[src/rtl/lsu_dtcm_agent.sv]
// Single-outstanding load/store agent in front of the DTCM: checks alignment/range, issues one command,
// captures the one-cycle response and hands an extended result to writeback. All outputs registered or state-decoded.
module lsu_dtcm_agent #(
  parameter int          DTCM_AW   = 16,
  parameter logic [31:0] DTCM_BASE = 32'h8000_0000
) (
  input  logic               clk,
  input  logic               rst_n,
  input  logic               exu2lsu_valid,
  output logic               exu2lsu_ready,
  input  logic               exu2lsu_load,
  input  logic [1:0]         exu2lsu_size,
  input  logic               exu2lsu_unsigned,
  input  logic [31:0]        exu2lsu_addr,
  input  logic [31:0]        exu2lsu_wdata,
  input  logic [4:0]         exu2lsu_rd_idx,
  output logic               lsu2dtcm_cmd_valid,
  input  logic               lsu2dtcm_cmd_ready,
  output logic               lsu2dtcm_cmd_read,
  output logic [DTCM_AW-1:0] lsu2dtcm_cmd_addr,
  output logic [3:0]         lsu2dtcm_cmd_wmask,
  output logic [31:0]        lsu2dtcm_cmd_wdata,
  input  logic               lsu2dtcm_rsp_valid,
  output logic               lsu2dtcm_rsp_ready,
  input  logic [31:0]        lsu2dtcm_rsp_rdata,
  output logic               lsu2wb_valid,
  input  logic               lsu2wb_ready,
  output logic               lsu2wb_wen,
  output logic [4:0]         lsu2wb_rd_idx,
  output logic [31:0]        lsu2wb_rdata,
  output logic               lsu2wb_err
);

  typedef enum logic [1:0] {IDLE, CMD, WAIT, DONE} state_t;

  state_t             state_q, state_d;
  logic               load_q, uns_q, err_q;
  logic [1:0]         size_q;
  logic [DTCM_AW-1:0] addr_q;
  logic [3:0]         wmask_q;
  logic [31:0]        wdata_q, result_q;
  logic [4:0]         rd_q;

  logic               in_err;
  logic [3:0]         in_wmask;
  logic [31:0]        in_wdata;
  logic [31:0]        rsp_shift;
  logic [31:0]        ld_ext;

  wire accept = (state_q == IDLE) && exu2lsu_valid;
  wire rsp_hit = (state_q == WAIT) && lsu2dtcm_rsp_valid;

  always_comb begin
    in_err   = 1'b0;
    in_wmask = 4'b0000;
    in_wdata = exu2lsu_wdata;
    case (exu2lsu_size)
      2'd0: begin
        in_wmask = 4'b0001 << exu2lsu_addr[1:0];
        in_wdata = {4{exu2lsu_wdata[7:0]}};
      end
      2'd1: begin
        in_err   = exu2lsu_addr[0];
        in_wmask = 4'b0011 << {exu2lsu_addr[1], 1'b0};
        in_wdata = {2{exu2lsu_wdata[15:0]}};
      end
      2'd2: begin
        in_err   = (exu2lsu_addr[1:0] != 2'b00);
        in_wmask = 4'b1111;
      end
      default: in_err = 1'b1;
    endcase
    if (exu2lsu_addr[31:DTCM_AW] != DTCM_BASE[31:DTCM_AW])
      in_err = 1'b1;
    if (exu2lsu_load)
      in_wmask = 4'b0000;
  end

  // Lane select uses the registered address, so extraction happens on the response path only.
  always_comb begin
    rsp_shift = lsu2dtcm_rsp_rdata >> {addr_q[1:0], 3'b000};
    case (size_q)
      2'd0:    ld_ext = {{24{~uns_q & rsp_shift[7]}}, rsp_shift[7:0]};
      2'd1:    ld_ext = {{16{~uns_q & rsp_shift[15]}}, rsp_shift[15:0]};
      default: ld_ext = lsu2dtcm_rsp_rdata;
    endcase
  end

  always_comb begin
    state_d = state_q;
    case (state_q)
      IDLE: if (exu2lsu_valid) state_d = in_err ? DONE : CMD;
      CMD:  if (lsu2dtcm_cmd_ready) state_d = WAIT;
      WAIT: if (lsu2dtcm_rsp_valid) state_d = DONE;
      DONE: if (lsu2wb_ready) state_d = IDLE;
      default: state_d = IDLE;
    endcase
  end

  always_ff @(posedge clk or negedge rst_n) begin
    if (!rst_n) state_q <= IDLE;
    else        state_q <= state_d;
  end

  always_ff @(posedge clk or negedge rst_n) begin
    if (!rst_n) begin
      load_q   <= 1'b0;
      uns_q    <= 1'b0;
      err_q    <= 1'b0;
      size_q   <= 2'd0;
      addr_q   <= '0;
      wmask_q  <= 4'b0000;
      wdata_q  <= 32'd0;
      rd_q     <= 5'd0;
      result_q <= 32'd0;
    end else if (accept) begin
      load_q   <= exu2lsu_load;
      uns_q    <= exu2lsu_unsigned;
      err_q    <= in_err;
      size_q   <= exu2lsu_size;
      addr_q   <= exu2lsu_addr[DTCM_AW-1:0];
      wmask_q  <= in_wmask;
      wdata_q  <= in_wdata;
      rd_q     <= exu2lsu_rd_idx;
      result_q <= 32'd0;
    end else if (rsp_hit && load_q) begin
      result_q <= ld_ext;
    end
  end

  assign exu2lsu_ready      = (state_q == IDLE);
  assign lsu2dtcm_cmd_valid = (state_q == CMD);
  assign lsu2dtcm_rsp_ready = (state_q == WAIT);
  assign lsu2dtcm_cmd_read  = load_q;
  assign lsu2dtcm_cmd_addr  = addr_q;
  assign lsu2dtcm_cmd_wmask = wmask_q;
  assign lsu2dtcm_cmd_wdata = wdata_q;
  assign lsu2wb_valid       = (state_q == DONE);
  assign lsu2wb_wen         = (state_q == DONE) && load_q && !err_q;
  assign lsu2wb_err         = (state_q == DONE) && err_q;
  assign lsu2wb_rd_idx      = rd_q;
  assign lsu2wb_rdata       = result_q;

endmodule

[config.mk]
export PLATFORM = sky130hd
export DESIGN_NAME = lsu_dtcm_agent
export DESIGN_NICKNAME = d
export VERILOG_FILES = /design/src/rtl/lsu_dtcm_agent.sv
export SDC_FILE = /design/constraint.sdc
export NUM_CORES = 1
export LEC_CHECK = 0
export CAP_MARGIN = 0
export CORE_AREA = 5 5 84 144
export CTS_CLUSTER_DIAMETER = 60
export DETAILED_ROUTE_END_ITERATION = 8
export DIE_AREA = 0 0 89 149
export MAX_ROUTING_LAYER = met4
export PLACE_DENSITY = 0.84
export SYNTH_ARGS = -nofsm -noshare
export SYNTH_HDL_FRONTEND = slang
export SYNTH_SLANG_ARGS = --single-unit
[constraint.sdc]
create_clock -name clk -period 2.8 [get_ports clk]
set_input_delay 0.84 -clock clk [delete_from_list [all_inputs] [get_ports clk]]
set_output_delay 0.84 -clock clk [all_outputs]
set_load 0.01 [all_outputs]
* Word level (Yosys, flattened, before mapping)
Cells that the tools add are included.
** Operators by class
- Eq/ne operators :: 11
- Shifts and indexed selects :: 3
- Mux-type cells :: 14
- Bitwise logic cells :: 3
- Reduce and logical (&&, ||, !) cells :: 13
** Operators by type and width (number)
- 32-bit case mux with 2 select lines :: 2
- 32-bit two-way mux :: 2
- 32-bit by 5-bit >> shifter with 16-bit output :: 1
- 16-bit inequality test, second input constant :: 1
- 4-bit case mux with 3 select lines :: 1
- 2-bit two-way mux :: 5
- 2-bit case mux with 4 select lines :: 1
- 2-bit by 1-bit == test with 1-bit output, second input constant :: 3
- 2-bit == test, second input constant :: 3
- 1-bit logical AND :: 6
- 2-bit zero test :: 3
- 4-bit two-way mux :: 1
- 2-bit by 1-bit inequality test with 1-bit output, second input constant :: 2
- 2-bit inequality test, second input constant :: 2
- 4-bit AND reduction :: 1
- 2-bit nonzero test :: 2
- 1-bit by 2-bit << shifter with 4-bit output, first input constant :: 1
- 2-bit by 2-bit << shifter with 4-bit output, first input constant :: 1
- 1-bit case mux with 3 select lines :: 1
- 1-bit bitwise AND :: 2
- 1-bit zero test :: 1
- 1-bit two-way mux :: 1
- 1-bit inverter :: 1
** Word-level totals
- Bits in registers :: 96
- Input bits :: 111
- Output and inout bits :: 96
- Word-level logic and storage cells :: 54

* Depth between registers and ports, before layout
Gate-level depths: netlist of the first run.
- Depth in word-level cells :: 6
- Depth in mapped cells :: 8
- Mapped depth without buffers :: 6

* Worst setup path after synthesis of the first run
OpenSTA, ideal clock, no wires.
- Path kind :: input to register
- From :: input exu2lsu_valid
- To :: register result_q[21] (netlist: lsu2wb_rdata[21])
- Library setup time :: 0.076 ns
- Arrival :: 1.852 ns
- Required time :: 2.724 ns
- Path slack :: 0.872 ns
- Cell stages on the path :: 5
- Buffers on the path :: 2
- Cell sequence :: and2_2 > or4_4 > buf_6 > buf_8 > o21ai_1
** Between the ends
- Longest elaborated chain between the ends :: 2
- Elaborated cells between the ends (all ways) :: 3
- Classes of those cells :: mux: 1; reduce/logical: 2
** RTL lines
- start: declaration :: line 9 : input logic exu2lsu_valid,
- 1-bit logical AND (*) :: line 50 : wire accept = (state_q == IDLE) && exu2lsu_valid;
- 32-bit two-way mux / 2-bit nonzero test (equally long branches)
- end signal: assignment :: line 127 : result_q <= ld_ext;
- end: declaration :: line 41 : logic [31:0] wdata_q, result_q;
Every way passes the cells marked *; elsewhere a longest branch is shown, timed or not.
A chain may end at the register's enable or synchronous reset.

* Worst setup path after layout of the first run
- From :: register state_q[0]
- To :: output lsu2dtcm_rsp_ready
** Between the ends
- Longest elaborated chain between the ends :: 1
** RTL lines
- start: declaration :: line 36 : state_t state_q, state_d;
- start signal: assignment :: line 102 : else state_q <= state_d;
- 2-bit == test :: line 133 : assign lsu2dtcm_rsp_ready = (state_q == WAIT);
- end: declaration :: line 24 : output logic lsu2dtcm_rsp_ready,
No other way between the ends.

==> results of run 1 <==
## routing by layer
layer  GRT usage  share of wire
met1      0.2641           0.36
met2      0.4077           0.51
met3     0.04091          0.078
met4      0.1244          0.052
met5           -              0
## state kept, by name, indices dropped and copies added (netlist names)
| signal | flops |
|---|---|
| lsu2wb_rd_idx | 5 |
| size_q | 2 |
| lsu2dtcm_cmd_read | 1 |
| lsu2wb_rdata | 32 |
| lsu2dtcm_cmd_wdata | 32 |
| err_q | 1 |
| uns_q | 1 |
| lsu2dtcm_cmd_addr | 16 |
| lsu2dtcm_cmd_wmask | 4 |
| state_q | 2 |
## layout make-up
class	instances	area (sq um)
tap	130	162.7
fill	825	3485
sequential	96	2402
clock buffer	11	232.7
inverter	7	26.28
timing repair buffer	220	2190
multi-input combinational	375	2095
clock inverter	5	105.1
## worst reg2reg max path, cell delays in order, from the launching register on
cell	delay, ns
dfrtp_1	0.41
inv_1	0.13
ha_1	0.32
and3_2	0.28
and3_1	0.75
a22oi_1	0.22
nand3_1	0.13
## power breakdown
part / internal [W] / leakage [nW] / switching (W) / total [W]
combinational: 0.00182 / 1.83 / 0.00176 / 0.00359
sequential: 0.00203 / 1.24 / 0.000418 / 0.00245
clock: 0.000874 / 0.156 / 0.000519 / 0.00139
## cell families (layout without fill, tap and decap cells)
family                   count (synthesis)  in the layout
adder cells (fa/ha/maj)                  5              5
AND/OR/NAND/NOR                        215            215
buffers and inverters                   40            243
AO/OA/AOI/OAI                          121            121
flip-flops                              96             96
multiplexers                            34             34
## Yosys cell counts (all sizes together) (2+ instances only)
cell type / n / share of area
clkbuf: 15 / 0.012
dfrtp: 96 / 0.51
mux2i: 34 / 0.072
o211ai: 2 / 0.0032
nor2: 27 / 0.022
a22oi: 23 / 0.037
buf: 18 / 0.025
nor2b: 6 / 0.0080
a21oi: 24 / 0.026
nand2b: 9 / 0.014
ha: 5 / 0.013
nor4: 3 / 0.0040
o31ai: 7 / 0.011
o21ai: 60 / 0.064
nand3b: 3 / 0.0048
nand2: 134 / 0.11
and2: 9 / 0.012
nand3: 14 / 0.018
nor4b: 2 / 0.0051
and3: 2 / 0.0029
inv: 7 / 0.0056
or2: 2 / 0.0027
## through the flow
stage	instance area (sq um)	hold WS [ns]	cells	total power (W)	utilization
2_1_floorplan	4696	0.4559	511	0.004056	-
6_report	7213	0.4685	844	0.007429	0.6743
3_5_place_dp	6875	0.4654	828	0.006072	0.6427
5_1_grt	7213	0.4989	844	0.007898	0.6743
3_3_place_gp	6875	0.4585	828	0.005941	0.6427
4_1_cts	7213	0.4702	844	0.007498	0.6743
## path summary, 6_finish.rpt
path,start,endpoint,slack (ns),depth (start not counted)
hold / removal,rst_n,lsu2wb_rdata[0]$_DFFE_PN0P_,0.47,1
min in group clk,lsu2wb_rd_idx[0]$_DFFE_PN0N_,lsu2wb_rd_idx[0]$_DFFE_PN0N_,0.48,2
hold reg to reg,lsu2wb_rd_idx[0]$_DFFE_PN0N_,lsu2wb_rd_idx[0]$_DFFE_PN0N_,0.48,2
setup / recovery,state_q[0]$_DFFE_PN0P_,lsu2dtcm_rsp_ready,0.17,3
setup reg to reg,state_q[0]$_DFFE_PN0P_,lsu2wb_rdata[9]$_DFFE_PN0P_,0.49,6
max in group asynchronous,rst_n,lsu2wb_rd_idx[3]$_DFFE_PN0N_,1.68,2
==> metrics.txt, run 1 <==
# TYPE chip_impl_metric gauge
chip_impl_info{name="outcome",value="complete, no violations"} 1
chip_impl_metric{name="fmax",unit="MHz"} 380.1
chip_impl_metric{name="cts-root-to-sink-buffers",unit=""} 2
chip_impl_metric{name="mappedNetlistNets",unit=""} 627
chip_impl_metric{name="worstPathArrival",unit="ns"} 1.79
chip_impl_metric{name="cap_violations",unit=""} 0
chip_impl_metric{name="routed-via-count",unit=""} 4584
chip_impl_metric{name="cts_resized",unit=""} 0
chip_impl_metric{name="core",unit="sq mm"} 0.01070
chip_impl_info{name="holdCritPathClass",value="input port to asynchronous set/reset pin"} 1
chip_impl_metric{name="ctsHtreeMaxLevel",unit=""} 3
chip_impl_metric{name="worstPathRequired",unit="ns"} 1.96
chip_impl_metric{name="layout.nets",unit=""} 825
chip_impl_metric{name="postCtsSetupRepairBufs",unit=""} 0
chip_impl_metric{name="post_synth_instance_area",unit="sq mm"} 0.004696
chip_impl_info{name="critical-path-slowest-cell",value="clkdlybuf4s50_1"} 1
chip_impl_metric{name="cellPowerDensity",unit="mW/mm^2"} 1030
chip_impl_metric{name="wire_length_of_the_first_global_routing_pass",unit="microns"} 24000
chip_impl_metric{name="drt_first_pass_iters",unit=""} 5
chip_impl_metric{name="initial_antenna_violation_count",unit=""} 0
chip_impl_metric{name="routed_via_density",unit=""} 5.431
chip_impl_metric{name="first_global_vias",unit=""} 4754
chip_impl_metric{name="timing_max_transition_violations_final",unit=""} 0
chip_impl_metric{name="synth.mux.area_fraction",unit=""} 0.07248
chip_impl_info{name="path_cells",value="inv_1 > ha_1 > clkdlybuf4s50_1"} 1
chip_impl_metric{name="floorplan.initialDensity",unit=""} 0.4389
chip_impl_metric{name="fin_skew",unit="ns"} 0.007239
chip_impl_metric{name="synth_fa_ha_area_frac",unit=""} 0.01332
chip_impl_info{name="critPathTopFamily",value="buffers and inverters"} 1
chip_impl_metric{name="grt_max_degree",unit=""} 96
chip_impl_metric{name="drc_errors",unit=""} 0
chip_impl_metric{name="synth_xor_area_frac",unit=""} 0
chip_impl_metric{name="synth_enable_flop_cells",unit=""} 0
chip_impl_metric{name="std_cell_rows",unit=""} 50
chip_impl_metric{name="final_min_period_over_clock_period",unit=""} 0.9396
chip_impl_info{name="endpoint_kind",value="output port"} 1
chip_impl_info{name="critical_path.startpoint_type",value="flip-flop"} 1
chip_impl_info{name="commonest_non_fill_non_tap_cell_in_the_layout",value="clkdlybuf4s50_1"} 1
chip_impl_metric{name="final_hold_viol_count",unit=""} 0
chip_impl_metric{name="dp_hpwl",unit="microns"} 12100
chip_impl_metric{name="syn_inst",unit=""} 511
chip_impl_info{name="cts_tree",value="built"} 1
chip_impl_metric{name="layout-drive-gt1-share",unit=""} 0.05882
chip_impl_metric{name="drtAntennaViolNets",unit=""} 0
chip_impl_metric{name="totalNegativeSetupSlack",unit="ns"} 0
chip_impl_metric{name="flow.area_growth_from_synthesis",unit="%"} 53.61
chip_impl_metric{name="global_route.usage.total",unit=""} 0.2404
chip_impl_metric{name="worst_margin_slew",unit="ns"} 0.8855
chip_impl_metric{name="die_w",unit="microns"} 89
chip_impl_metric{name="worstPathMaxFanout",unit=""} 5
chip_impl_metric{name="synthSimpleGateAreaFrac",unit=""} 0.2068
chip_impl_info{name="critPathKind",value="flip-flop to output port"} 1
chip_impl_metric{name="final_period_minus_worst_setup_slack",unit="ns"} 2.631
chip_impl_metric{name="drt_iter0_markers",unit=""} 212
chip_impl_metric{name="preCtsSetupSlack",unit="ns"} 0.02136
chip_impl_metric{name="synth_register_bits",unit=""} 96
chip_impl_metric{name="ys.warnings.count",unit=""} 0
chip_impl_metric{name="worst_skew_pair.late_latency",unit="ns"} 0.33
chip_impl_metric{name="place.gp.congestion",unit=""} 0.8974
chip_impl_metric{name="global_route.overflow_total",unit=""} 0
chip_impl_metric{name="die-height",unit="microns"} 149
chip_impl_info{name="rsz0062_at_grt",value="no"} 1
chip_impl_metric{name="synth.yosys.seq_area_share",unit=""} 0.5116
chip_impl_metric{name="power_leakage",unit="nW"} 3.223
chip_impl_metric{name="setup_viol_count_final",unit=""} 0
chip_impl_metric{name="die-area",unit="sq mm"} 0.01326
chip_impl_metric{name="distinct_cells_synth",unit=""} 43
chip_impl_metric{name="worst_slew_margin_rel",unit=""} 0.4097
chip_impl_metric{name="synth.avg_cell_area",unit="sq um"} 9.189
chip_impl_metric{name="routed_wl",unit="microns"} 15550
chip_impl_info{name="synthFlopType",value="dfrtp_1"} 1
chip_impl_metric{name="boundaryPins",unit=""} 207
chip_impl_metric{name="cp_num_buf_inv",unit=""} 2
chip_impl_metric{name="cts_made_buffers",unit=""} 9
chip_impl_metric{name="cts_hold_bufs",unit=""} 0
chip_impl_info{name="layout_common_cells",value="clkdlybuf4s50_1 (205), nand2_1 (133), dfrtp_1 (96)"} 1
chip_impl_info{name="dominant_combinational_cell_family_by_area_after_synthesis",value="simple AND/OR/NAND/NOR gates"} 1
chip_impl_metric{name="clock_sinks",unit=""} 96
chip_impl_metric{name="postSynth.asyncResetShare",unit=""} 1.000
chip_impl_metric{name="vdd.ir_drop.worst",unit="V"} 0.0005546
chip_impl_metric{name="io_buffer_count",unit=""} 206
chip_impl_metric{name="drt-wirelength-per-cell",unit="microns"} 18.43
chip_impl_metric{name="clock_transition_at_the_registers_of_the_reported_paths",unit="ns"} 0.06
chip_impl_metric{name="synth_compound_area_frac",unit=""} 0.1529
chip_impl_metric{name="setup_ws",unit="ns"} 0.1691
chip_impl_metric{name="timing.critical_path.slowest_cell_delay",unit="ns"} 0.60
chip_impl_info{name="cts_root_buffer",value="clkbuf_16"} 1
chip_impl_metric{name="antenna-diode-count",unit=""} 0
Note: power is estimated with default switching activity, not from simulation.
==> run 2, diff against run 1 <==
TNS_END_PERCENT = 50   (was not set)
==> results of run 2 <==
No change in the layout: final DEF, timing and power equal those of run 1.
